--- config.mk ---
export PLATFORM = sky130hd
export DESIGN_NAME = if_stage
export DESIGN_NICKNAME = d
export VERILOG_FILES = /design/src/rtl/riscv_pkg.sv /design/src/rtl/fetch_skid_buf.sv /design/src/rtl/if_stage.sv
export SDC_FILE = /design/constraint.sdc
export NUM_CORES = 1
export LEC_CHECK = 0
export CORE_ASPECT_RATIO = 1.4
export CORE_MARGIN = 10
export CORE_UTILIZATION = 35
export DETAILED_ROUTE_END_ITERATION = 8
export GPL_ROUTABILITY_DRIVEN = 0
export PLACE_DENSITY_LB_ADDON = 0.3
export SYNTH_ARGS = -nofsm -noshare
export SYNTH_HDL_FRONTEND = slang
export SYNTH_SLANG_ARGS = --single-unit
--- constraint.sdc ---
create_clock -name clk -period 3 [get_ports clk]
set_clock_uncertainty 0.15 [all_clocks]
set_input_delay 0.9 -clock clk [delete_from_list [all_inputs] [get_ports clk]]
set_output_delay 0.9 -clock clk [all_outputs]
set_load 0.005 [all_outputs]
--- src/rtl/riscv_pkg.sv ---
// Shared fetch-stage types and constants.
package riscv_pkg;

  localparam int unsigned XLEN = 32;
  localparam logic [31:0] NOP_INSTR = 32'h0000_0013;
  localparam logic [31:0] PC_INCR = 32'h0000_0004;

  typedef enum logic [1:0] {
    S_REQ  = 2'd0,
    S_WAIT = 2'd1,
    S_DROP = 2'd2
  } fetch_state_e;

  // Word-align an address (low two bits forced to zero).
  function automatic logic [31:0] align_pc(input logic [31:0] addr);
    return {addr[31:2], 2'b00};
  endfunction

endpackage

--- src/rtl/fetch_skid_buf.sv ---
// One-entry {instr, pc} holding register that catches a response
// arriving while decode is stalled on the previous instruction.
module fetch_skid_buf import riscv_pkg::*; (
  input  logic        clk,
  input  logic        reset,
  input  logic        flush,
  input  logic        load,
  input  logic        pop,
  input  logic [31:0] load_instr,
  input  logic [31:0] load_pc,
  output logic        valid,
  output logic [31:0] instr,
  output logic [31:0] pc
);

  // Flush beats load, load beats pop; the data fields only change on load.
  always_ff @(posedge clk) begin
    if (reset) begin
      valid <= 1'b0;
      instr <= 32'h0000_0000;
      pc    <= 32'h0000_0000;
    end else if (flush) begin
      valid <= 1'b0;
    end else if (load) begin
      valid <= 1'b1;
      instr <= load_instr;
      pc    <= load_pc;
    end else if (pop) begin
      valid <= 1'b0;
    end else begin
      valid <= valid;
    end
  end

endmodule

--- src/rtl/if_stage.sv ---
// Instruction fetch stage: owns the PC, runs the imem request/response
// handshake, buffers one response under decode stall and squashes
// wrong-path fetches on an EX-stage redirect.
module if_stage #(
  parameter logic [31:0] RESET_PC  = 32'h0000_0000,
  parameter logic [31:0] NOP_INSTR = riscv_pkg::NOP_INSTR
) (
  input  logic        clk,
  input  logic        reset,
  output logic        imem_req,
  output logic [31:0] imem_addr,
  input  logic        imem_ready,
  input  logic        imem_rvalid,
  input  logic [31:0] imem_rdata,
  input  logic        redirect_valid,
  input  logic [31:0] redirect_pc,
  input  logic        stall,
  output logic        instr_valid,
  output logic [31:0] instr,
  output logic [31:0] PC_n
);

  import riscv_pkg::*;

  fetch_state_e state_r;
  logic [31:0]  pc_r;
  logic [31:0]  pending_pc_r;

  logic         skid_valid_s;
  logic [31:0]  skid_instr_s;
  logic [31:0]  skid_pc_s;

  logic         accept_s;
  logic         deliver_s;
  logic         consume_s;
  logic         skid_load_s;
  logic         skid_pop_s;
  logic         outstanding_s;
  logic [31:0]  redirect_target_s;

  assign imem_addr         = pc_r;
  assign accept_s          = imem_req && imem_ready;
  // A redirect in the response cycle turns the data into wrong-path data.
  assign deliver_s         = imem_rvalid && (state_r == S_WAIT) && !redirect_valid;
  assign consume_s         = instr_valid && !stall;
  assign skid_load_s       = deliver_s && instr_valid && stall;
  assign skid_pop_s        = consume_s && skid_valid_s;
  assign redirect_target_s = align_pc(redirect_pc);

  // Request only from S_REQ, and only when the skid has room for the answer.
  always_comb begin
    imem_req = 1'b0;
    if (reset) begin
      imem_req = 1'b0;
    end else if (state_r == S_REQ) begin
      imem_req = !skid_valid_s;
    end else begin
      imem_req = 1'b0;
    end
  end

  // Is a memory response still owed once this cycle completes?
  always_comb begin
    outstanding_s = 1'b0;
    case (state_r)
      S_REQ:   outstanding_s = accept_s;
      S_WAIT:  outstanding_s = !imem_rvalid;
      S_DROP:  outstanding_s = !imem_rvalid;
      default: outstanding_s = 1'b0;
    endcase
  end

  // Fetch FSM and PC; a redirect never lets an accepted request advance pc.
  always_ff @(posedge clk) begin
    if (reset) begin
      state_r      <= S_REQ;
      pc_r         <= RESET_PC;
      pending_pc_r <= 32'h0000_0000;
    end else if (redirect_valid) begin
      pc_r    <= redirect_target_s;
      state_r <= outstanding_s ? S_DROP : S_REQ;
    end else begin
      case (state_r)
        S_REQ: begin
          if (accept_s) begin
            pending_pc_r <= pc_r;
            pc_r         <= pc_r + PC_INCR;
            state_r      <= S_WAIT;
          end
        end
        S_WAIT: begin
          if (imem_rvalid) begin
            state_r <= S_REQ;
          end
        end
        S_DROP: begin
          if (imem_rvalid) begin
            state_r <= S_REQ;
          end
        end
        default: state_r <= S_REQ;
      endcase
    end
  end

  // Decode-facing output register; held untouched while stalled.
  always_ff @(posedge clk) begin
    if (reset) begin
      instr_valid <= 1'b0;
      instr       <= NOP_INSTR;
      PC_n        <= 32'h0000_0000;
    end else if (redirect_valid) begin
      instr_valid <= 1'b0;
      instr       <= NOP_INSTR;
    end else if (consume_s) begin
      if (skid_valid_s) begin
        instr_valid <= 1'b1;
        instr       <= skid_instr_s;
        PC_n        <= skid_pc_s;
      end else if (deliver_s) begin
        instr_valid <= 1'b1;
        instr       <= imem_rdata;
        PC_n        <= pending_pc_r;
      end else begin
        instr_valid <= 1'b0;
        instr       <= NOP_INSTR;
      end
    end else if (!instr_valid && deliver_s) begin
      instr_valid <= 1'b1;
      instr       <= imem_rdata;
      PC_n        <= pending_pc_r;
    end else begin
      instr_valid <= instr_valid;
    end
  end

  fetch_skid_buf u_skid (
    .clk        (clk),
    .reset      (reset),
    .flush      (redirect_valid),
    .load       (skid_load_s),
    .pop        (skid_pop_s),
    .load_instr (imem_rdata),
    .load_pc    (pending_pc_r),
    .valid      (skid_valid_s),
    .instr      (skid_instr_s),
    .pc         (skid_pc_s)
  );

endmodule
# --- Yosys cells after proc, flatten, opt, wreduce, memory -nomap -nowiden ---
# Index checks and enable logic that the tools add are counted.
# Widths: inputs -> output; s select.
word_totals:
  ff_bits: 196
  in_bits: 70
  word_cells: 68
op_classes:
  n_addsub: 1
  n_eq_ne: 5
  n_mux: 25
  bitwise: 1
  reduce_logical: 26
ops:
  columns: ["operator", "n"]
  rows:
  - ["$mux 32", 11]
  - ["$add 32x3->32 const B", 1]
  - ["$logic_and 1x1->1", 8]
  - ["$mux 1", 8]
  - ["$mux 2", 4]
  - ["$reduce_and 2->1", 4]
  - ["$reduce_bool 2->1", 4]
  - ["$reduce_and 3->1", 2]
  - ["$logic_not 1->1", 5]
  - ["$pmux 2 s2", 1]
  - ["$reduce_or 2->1", 2]
  - ["$ne 3x1->1 const B", 1]
  - ["$ne 3x2->1 const B", 1]
  - ["$ne 3x3->1 const B", 1]
  - ["$eq 2x1->1 const B", 1]
  - ["$eq 2x2->1 const B", 1]
  - ["$logic_not 2->1", 1]
  - ["$pmux 1 s2", 1]
  - ["$not 1->1", 1]

# --- Depth between registers and ports, before layout ---
# Gate-level depths: netlist of the first run.
logic_depth:
  ltp_word: 7
  depth_mapped: 8
  depth_no_buf: 6

# --- Modules after synthesis ---
# From an unflattened synthesis of the first run, not the netlist that was laid out.
hier_totals:
  cells_unflattened: 1001
  area_unflattened_um2: 9175.0
modules_own_cells:
  columns: ["mod", "instances", "cells_per_inst", "area_per_inst_um2"]
  rows:
  - ["if_stage", 1, 705, 5906.9]
  - ["fetch_skid_buf", 1, 296, 3268.1]

# --- Worst setup path after synthesis of the first run ---
# OpenSTA, ideal clock, no wires.
synth_timing:
  path_kind: "input to output"
  from: "input reset"
  to: "output imem_req"
  arrival_time_ps: 1780
  t_required_ps: 1950
  path_slack_ps: 170
  stages: 4
  cell_sequence: "clkbuf_1 > clkbuf_1 > clkbuf_1 > nor3_1"
synth_via:
  elab_chain_cells: 1
synth_rtl:
  columns: ["item", "line", "rtl"]
  rows:
  - ["from (decl)", "if_stage.sv:9", "input logic reset,"]
  - ["$mux 1", "if_stage.sv:53", "if (reset) begin"]
  - ["to (decl)", "if_stage.sv:10", "output logic imem_req,"]
# Every way passes these cells.

# --- Worst setup path after layout of the first run ---
layout_timing:
  from: "register pc_r[24], in the netlist imem_addr[24]"
  to: "output imem_addr[24]"
layout_lines:
  columns: ["item", "line", "rtl"]
  rows:
  - ["from (decl)", "if_stage.sv:26", "logic [31:0] pc_r;"]
  - ["from (signal assigned)", "if_stage.sv:80", "pc_r <= redirect_target_s;"]
  - ["from (signal assigned)", "if_stage.sv:87", "pc_r <= pc_r + PC_INCR;"]
  - ["to (decl)", "if_stage.sv:11", "output logic [31:0] imem_addr,"]
# No word-level cell between the ends.

==> results of run 1 <==
placed cells by master, fill, tap and decap left out, types with 7 or more instances in the layout:
master / instances
a211oi_1: 38
a21oi_1: 99
a22oi_1: 28
a311oi_1: 13
buf_12: 11
buf_4: 26
clkbuf_16: 17
clkdlybuf4s50_1: 159
dfxtp_1: 188
inv_1: 13
mux2_2: 28
mux2i_1: 33
nand2_1: 210
nand3_1: 14
nand4_1: 11
nor2_1: 90
nor3_1: 7
o21ai_0: 8
o31ai_1: 7
or4_1: 14
worst paths after layout:
| kind | from | to | slack [ps] | cells past startpoint |
|---|---|---|---|---|
| setup reg to reg | imem_addr[14]$_SDFFE_PP0P_ | imem_addr[27]$_SDFFE_PP0P_ | 610 | 4 |
| hold reg to reg | u_skid.pc[22]$_SDFFE_PP0P_ | u_skid.pc[22]$_SDFFE_PP0P_ | 300 | 2 |
| hold / removal | u_skid.pc[22]$_SDFFE_PP0P_ | u_skid.pc[22]$_SDFFE_PP0P_ | 300 | 2 |
| setup / recovery | imem_addr[24]$_SDFFE_PP0P_ | imem_addr[24] | 370 | 1 |
logic make-up (layout without fill, tap and decap cells):
| group | Yosys count | count (layout) | synth area share [%] |
|---|---|---|---|
| AND/OR/NAND/NOR | 383 | 383 | 20.90 |
| adder cells (fa/ha/maj) | 4 | 4 | 0.6253 |
| other | 1 | 6 | 0.04685 |
| XOR/XNOR | 8 | 8 | 0.8754 |
| flip-flops | 188 | 188 | 47.02 |
| buffers and inverters | 92 | 242 | 4.565 |
| multiplexers | 61 | 61 | 8.066 |
| AO/OA/AOI/OAI | 219 | 219 | 17.90 |
per-layer routing:
metal	share of wire (%)	vias up	wire, um	track usage (%)
met4	2.0	4	476	6.328
li1	-	3637	-	-
met5	0.12	-	28	0
met1	41	3333	10010	18.63
met3	6.7	31	1636	5.457
met2	50	181	12090	27.86
flip-flops by register name (all words and copies together) (netlist names):
name / count
instr: 32
state_r: 2
instr_valid: 1
imem_addr: 30
PC_n: 30
u_skid.valid: 1
u_skid.instr: 32
pending_pc_r: 30
u_skid.pc: 30
area by class of cell:
class,count,area (um2),area share (%)
clock inverters,14,227.7,2.110
repair buffers,197,2019,18.71
well taps,301,376.6,3.489
clock buffers,18,439.2,4.069
inverters,13,48.80,0.4521
flip-flops and latches,188,3764,34.87
diodes,2,5.005,0.04637
multi-input cells,679,3914,36.26
power by group through the flow:
stage / Clock [W] / Sequential (W) / Combinational (W)
after floorplan: 0 / 0.00264 / 0.000180
after global placement: 0 / 0.00266 / 0.000416
after detailed placement: 0 / 0.00266 / 0.000419
after CTS: 0.00262 / 0.00260 / 0.000421
after global routing: 0.00272 / 0.00261 / 0.000456
final: 0.00258 / 0.00260 / 0.000418
metrics by stage:
| stage | hold slack, ps | setup slack [ps] |
|---|---|---|
| detailed placement | 295.6 | -51.33 |
| finish | 303.4 | 366.5 |
| floorplan | 283.8 | 169.7 |
| global route | 316.3 | 299.0 |
| global placement | 289.1 | -31.86 |
| CTS | 304.4 | 30.58 |
==> impl_metrics.tcl, run 1 <==
set metrics [dict create \
    dp_cells 1378 \
    crit_path_cell_trace "clkdlybuf4s50_1" \
    cts_setup_buffers 0 \
    instances_no_fill 1412 \
    hold_viol 0 \
    crit_path_max_incr_delay_ps 600 \
    worstMarginPinSlew_ps 1108 \
    cts-root-buf "clkbuf_16" \
    critPathRequiredTime_ps 1950 \
    ys_seq_area_share_pct 47.02 \
    drive_gt1_share_pct 9.648 \
    synthTopCellsByArea "dfxtp_1 47%, nand2_1 9.8%, a21oi_1 6.2%, nor2_1 4.3%, mux2i_1 4.1%" \
    synth_top_flop_cell "dfxtp_1" \
    die_area_mm2 0.02940 \
    setup_viol 0 \
    cts_hold_buf 0 \
    leakage_nw 3.787 \
    cp_data_arrival_time_ps 1580 \
    synth_cell_types 51 \
    rsz0062_at_grt "no" \
    via_count 7186 \
    p_int_w 0.004280 \
    critPathMaxFanout 7 \
    htreeDepth 4 \
    numPortBuffers 161 \
    fmax_mhz 379.7 \
    fp.dieW_um 147.8 \
    wl_per_cell_um 17.17 \
    crit_type "flip-flop to output port" \
    insertion_delay_ps 440 \
    cts_tree "done" \
    synth_top_area_share_pct 47.02 \
    startpoint_type "flip-flop" \
    synth_common_cells "210 x nand2_1, 188 x dfxtp_1, 99 x a21oi_1" \
    comb_power_share_pct 7.5 \
    syn_avg_cell_area_um2 8.372 \
    post-route-period-util_pct 87.78 \
    first_global_vias 7046 \
    synth-seq-cells 188 \
    hold_class "flip-flop to flip-flop" \
    fin_total_pwr_w 0.005597 \
    ir_worst_vdd_mv 0.3790 \
    fill_cells 2192 \
    yosysWarningCount 0 \
    cts_buffer_depth 2 \
    drc 0 \
    place_area_mm2 0.01012 \
    stdcell_area_mm2 0.01079 \
    switching_power_w 0.001318 \
    overflow 0 \
    ant_nets 0 \
    switching_share_pct 23.54 \
    numCtsBuffers 17 \
    cap_violations 0 \
    yosysMostFrequentCell "nand2_1" \
    ios 168 \
    outcome "finished, final reports clean" \
    grt_pass1_wl_mm 38.68 \
    power_density_mw_per_mm2 518.5 \
    power_frac_seq_pct 46.4 \
    postSynth.asyncResetShare_pct 0 \
    num_rows 65 \
    syn_area_mm2 0.008004 \
    endpoint_kind "output port" \
    drtPass1Iterations 5 \
    final_core_util_pct 47.91 \
    cts.clk_slew.worst_paths_ps 80 \
    cts_num_sinks 188 \
    routed_wl_mm 24.24 \
    synth_top_cell_by_area "dfxtp_1" \
    antenna_found_initial 3 \
    critPathSlowestCell "clkdlybuf4s50_1" \
    maxSlewViolCount 0 \
    initial_core_util_pct 35.53 \
    slew-limit-headroom_pct 26.11 \
    period_needed_ps 2634 \
    ctsResizeCount 0 \
    via_per_inst 5.089 \
    crit_buf_inv 1 \
    hpwl_mm 16.86 \
    grt_max_degree 107 \
    pwr-share-clk_pct 46.1 \
    cpLargestDelayFamily "buffers and inverters" \
    final.setup.tns_ps 0 \
    netlist_instances 956 \
    area_growth_pct 34.86 \
    die_h_um 198.9 \
    nNetsFinal 1170 \
    grt_usage_pct 16.40 \
    core_mm2 0.02253 \
    synth_edf_count 0 \
    first_iter_violations 393 \
]
No activity file was read; power rests on OpenSTA's default activity.
==> run 2: changes to the inputs <==
--- a/config.mk
+++ b/config.mk
@@ -6,7 +6,7 @@
 export NUM_CORES = 1
 export LEC_CHECK = 0
 export CORE_ASPECT_RATIO = 1.4
-export CORE_MARGIN = 10
+export CORE_MARGIN = 4
 export CORE_UTILIZATION = 35
 export DETAILED_ROUTE_END_ITERATION = 8
 export GPL_ROUTABILITY_DRIVEN = 0
==> constraint.sdc (replaced) <==
create_clock -name clk -period 3 [get_ports clk]
set_clock_uncertainty 0.15 [all_clocks]
set_input_delay 0.9 -clock clk [delete_from_list [all_inputs] [get_ports clk]]
set_output_delay 0.9 -clock clk [all_outputs]
set_load 0.1 [all_outputs]
==> run 2 against run 1 <==
Against the previous run:
- worst hold slack improved by 1.4 ps
- register-to-register slack worse by 20 ps
- largest cell class unchanged
- global-route usage up 1.6 points
- sequential power hardly changed
- first-iteration DRC count is 5.1% lower
- routed wire length fell by 5.0%
- power is 2.5% lower
- flip-flop and latch count did not move
- fmax grew 1.9%
- design area down 2.6%
- clock power is 15% lower
==> impl_metrics.tcl, run 2 (same netlist as run 1, synthesis figures left out) <==
set metrics [dict create \
    outcome "finished, final reports clean" \
    nNetsFinal 1176 \
    numPortBuffers 161 \
    via_per_inst 5.109 \
    htreeDepth 4 \
    num_rows 65 \
    hold_path_depth 2 \
    startpoint_type "input pin" \
    maxSlewViolCount 0 \
    via_count 7239 \
    hold_class "flip-flop to flip-flop" \
    cts_tree "done" \
    crit_type "input pin to flip-flop" \
    ant_nets 0 \
    final_core_util_pct 46.69 \
    hold_viol 0 \
    final_common_cell "nand2_1" \
    die_h_um 186.9 \
    cap_violations 0 \
    critPathMaxFanout 5 \
    rrSetupSlack_ps 590 \
    hold_path_end "u_skid.pc[2]$_SDFFE_PP0P_" \
    crit_path_max_incr_delay_ps 600 \
    worstMarginPinSlew_ps 566.8 \
    drc 0 \
    fp.dieW_um 135.8 \
    first_iter_violations 373 \
    antenna_found_initial 2 \
    crit_buf_inv 1 \
    leakage_nw 3.934 \
    grt_pass1_wl_mm 36.84 \
    die_area_mm2 0.02539 \
    r2r_cells 4 \
    grt_max_degree 61 \
    initial_core_util_pct 35.53 \
    cts-root-buf "clkbuf_16" \
    crit_path_cell_trace "clkdlybuf4s50_1, nand3b_1, or4_1, or4_1, a311oi_1" \
    critPathRequiredTime_ps 3190 \
    cts_num_sinks 188 \
    setup_viol 0 \
    cts.clk_slew.worst_paths_ps 70 \
    crit-reg2reg-capture "imem_addr[27]$_SDFFE_PP0P_" \
    endpoint_kind "flip-flop" \
    cts_setup_buffers 0 \
    area_growth_pct 31.41 \
    fin_ws_ps 415.9 \
    period_needed_ps 2584 \
    p_int_w 0.003862 \
    power_density_mw_per_mm2 518.8 \
    switching_power_w 0.001594 \
    reg_top3 "instr: 32 flops, u_skid.instr: 32 flops" \
    post-route-period-util_pct 86.14 \
    cts_buffer_depth 2 \
    drive_gt1_share_pct 18.48 \
    rsz0062_at_grt "no" \
    ctsResizeCount 0 \
    core_mm2 0.02253 \
    critPathSlowestCell "or4_1" \
    overflow 0 \
    switching_share_pct 29.21 \
    mostFrequentLayoutCells "210 x nand2_1, 188 x dfxtp_1, 126 x buf_4" \
    min-delay-start "u_skid.pc[2]$_SDFFE_PP0P_" \
    insertion_delay_ps 420 \
    wl_per_cell_um 16.25 \
    r2r-start "imem_addr[14]$_SDFFE_PP0P_" \
    first_global_vias 6873 \
    ir_worst_vdd_mv 0.3816 \
    routed_wl_mm 23.03 \
    pwr-share-clk_pct 40.2 \
    numCtsBuffers 17 \
    grt_usage_pct 18.03 \
    cts_hold_buf 0 \
    cpLargestDelayFamily "simple AND/OR/NAND/NOR gates" \
    comb_power_share_pct 12.3 \
    power_frac_seq_pct 47.6 \
    ios 168 \
    pre_cts_slack_ps -27.91 \
    hpwl_mm 16.12 \
    crit_top_cell "or4_1" \
    fmax_mhz 387.0 \
    drtPass1Iterations 5 \
    cp_data_arrival_time_ps 2780 \
    slew-limit-headroom_pct 62.22 \
]
==> run 2: changes by cell type in the layout (fill, tap and decap cells not counted), sizes merged, moves of 4 or more <==
cell,delta
clkinv,+4
clkdlybuf4s50,-93
buf,+100
bufinv,-5
==> run 2: final cells by class <==
| class | instances | area (um2) |
|---|---|---|
| fillers | 2228 | 12010 |
| multi-input cells | 679 | 3923 |
| flip-flops and latches | 188 | 3764 |
| repair buffers | 203 | 1827 |
| clock buffers | 18 | 429.2 |
| well taps | 301 | 376.6 |
| clock inverters | 14 | 147.6 |
| inverters | 13 | 48.80 |
| diodes | 1 | 2.502 |
==> run 2: routing by layer <==
layer | GRT usage (%) | share of wire (%) | vias to the layer above
met5 | 0 | 0.056 | -
met4 | 5.702 | 1.9 | 2
met3 | 4.521 | 6.2 | 28
met2 | 31.10 | 49 | 173
met1 | 21.89 | 42 | 3401
li1 | - | - | 3635
==> run 2: stage by stage <==
stage | hold WS [ps] | total power, W | std cells | instance area [um2] | TNS, ps
after floorplan | 282.3 | 0.003074 | 959 | 8056 | -167.5
after global placement | 289.2 | 0.003322 | 1384 | 9938 | -23.19
after detailed placement | 295.8 | 0.003324 | 1384 | 9938 | -54.22
after CTS | 306.2 | 0.005522 | 1416 | 10520 | 0
after global routing | 318.6 | 0.005666 | 1417 | 10520 | 0
final | 304.8 | 0.005457 | 1417 | 10520 | 0
==> run 2: worst max path at each step <==
stage / to / depth (start not counted) / slack, ps / start
final: imem_addr[17]$_SDFFE_PP0P_ / 5 / 420 / imem_ready
after floorplan: imem_req / 4 / -170 / reset
after detailed placement: imem_addr[17]$_SDFFE_PP0P_ / 5 / -30 / imem_ready
after global routing: imem_addr[15]$_SDFFE_PP0P_ / 5 / 310 / imem_ready
after CTS: imem_req / 5 / 420 / state_r[0]$_SDFFE_PP0P_
after global placement: imem_addr[17]$_SDFFE_PP0P_ / 5 / -10 / imem_ready
==> run 2: power by group through the flow <==
| stage | logic (W) | clock network, W | registers, W |
|---|---|---|---|
| 2_1_floorplan | 0.000216 | 0 | 0.00286 |
| 3_3_place_gp | 0.000668 | 0 | 0.00265 |
| 4_1_cts | 0.000671 | 0.00225 | 0.00260 |
| 3_5_place_dp | 0.000669 | 0 | 0.00266 |
| 6_report | 0.000668 | 0.00219 | 0.00260 |
| 5_1_grt | 0.000705 | 0.00236 | 0.00260 |
==> run 2: worst register-to-register path, cell delays in order (launching register included) <==
cell	delay, ps
dfxtp_1	530
nand4_1	260
or4_1	760
or4_1	570
o221ai_1	80
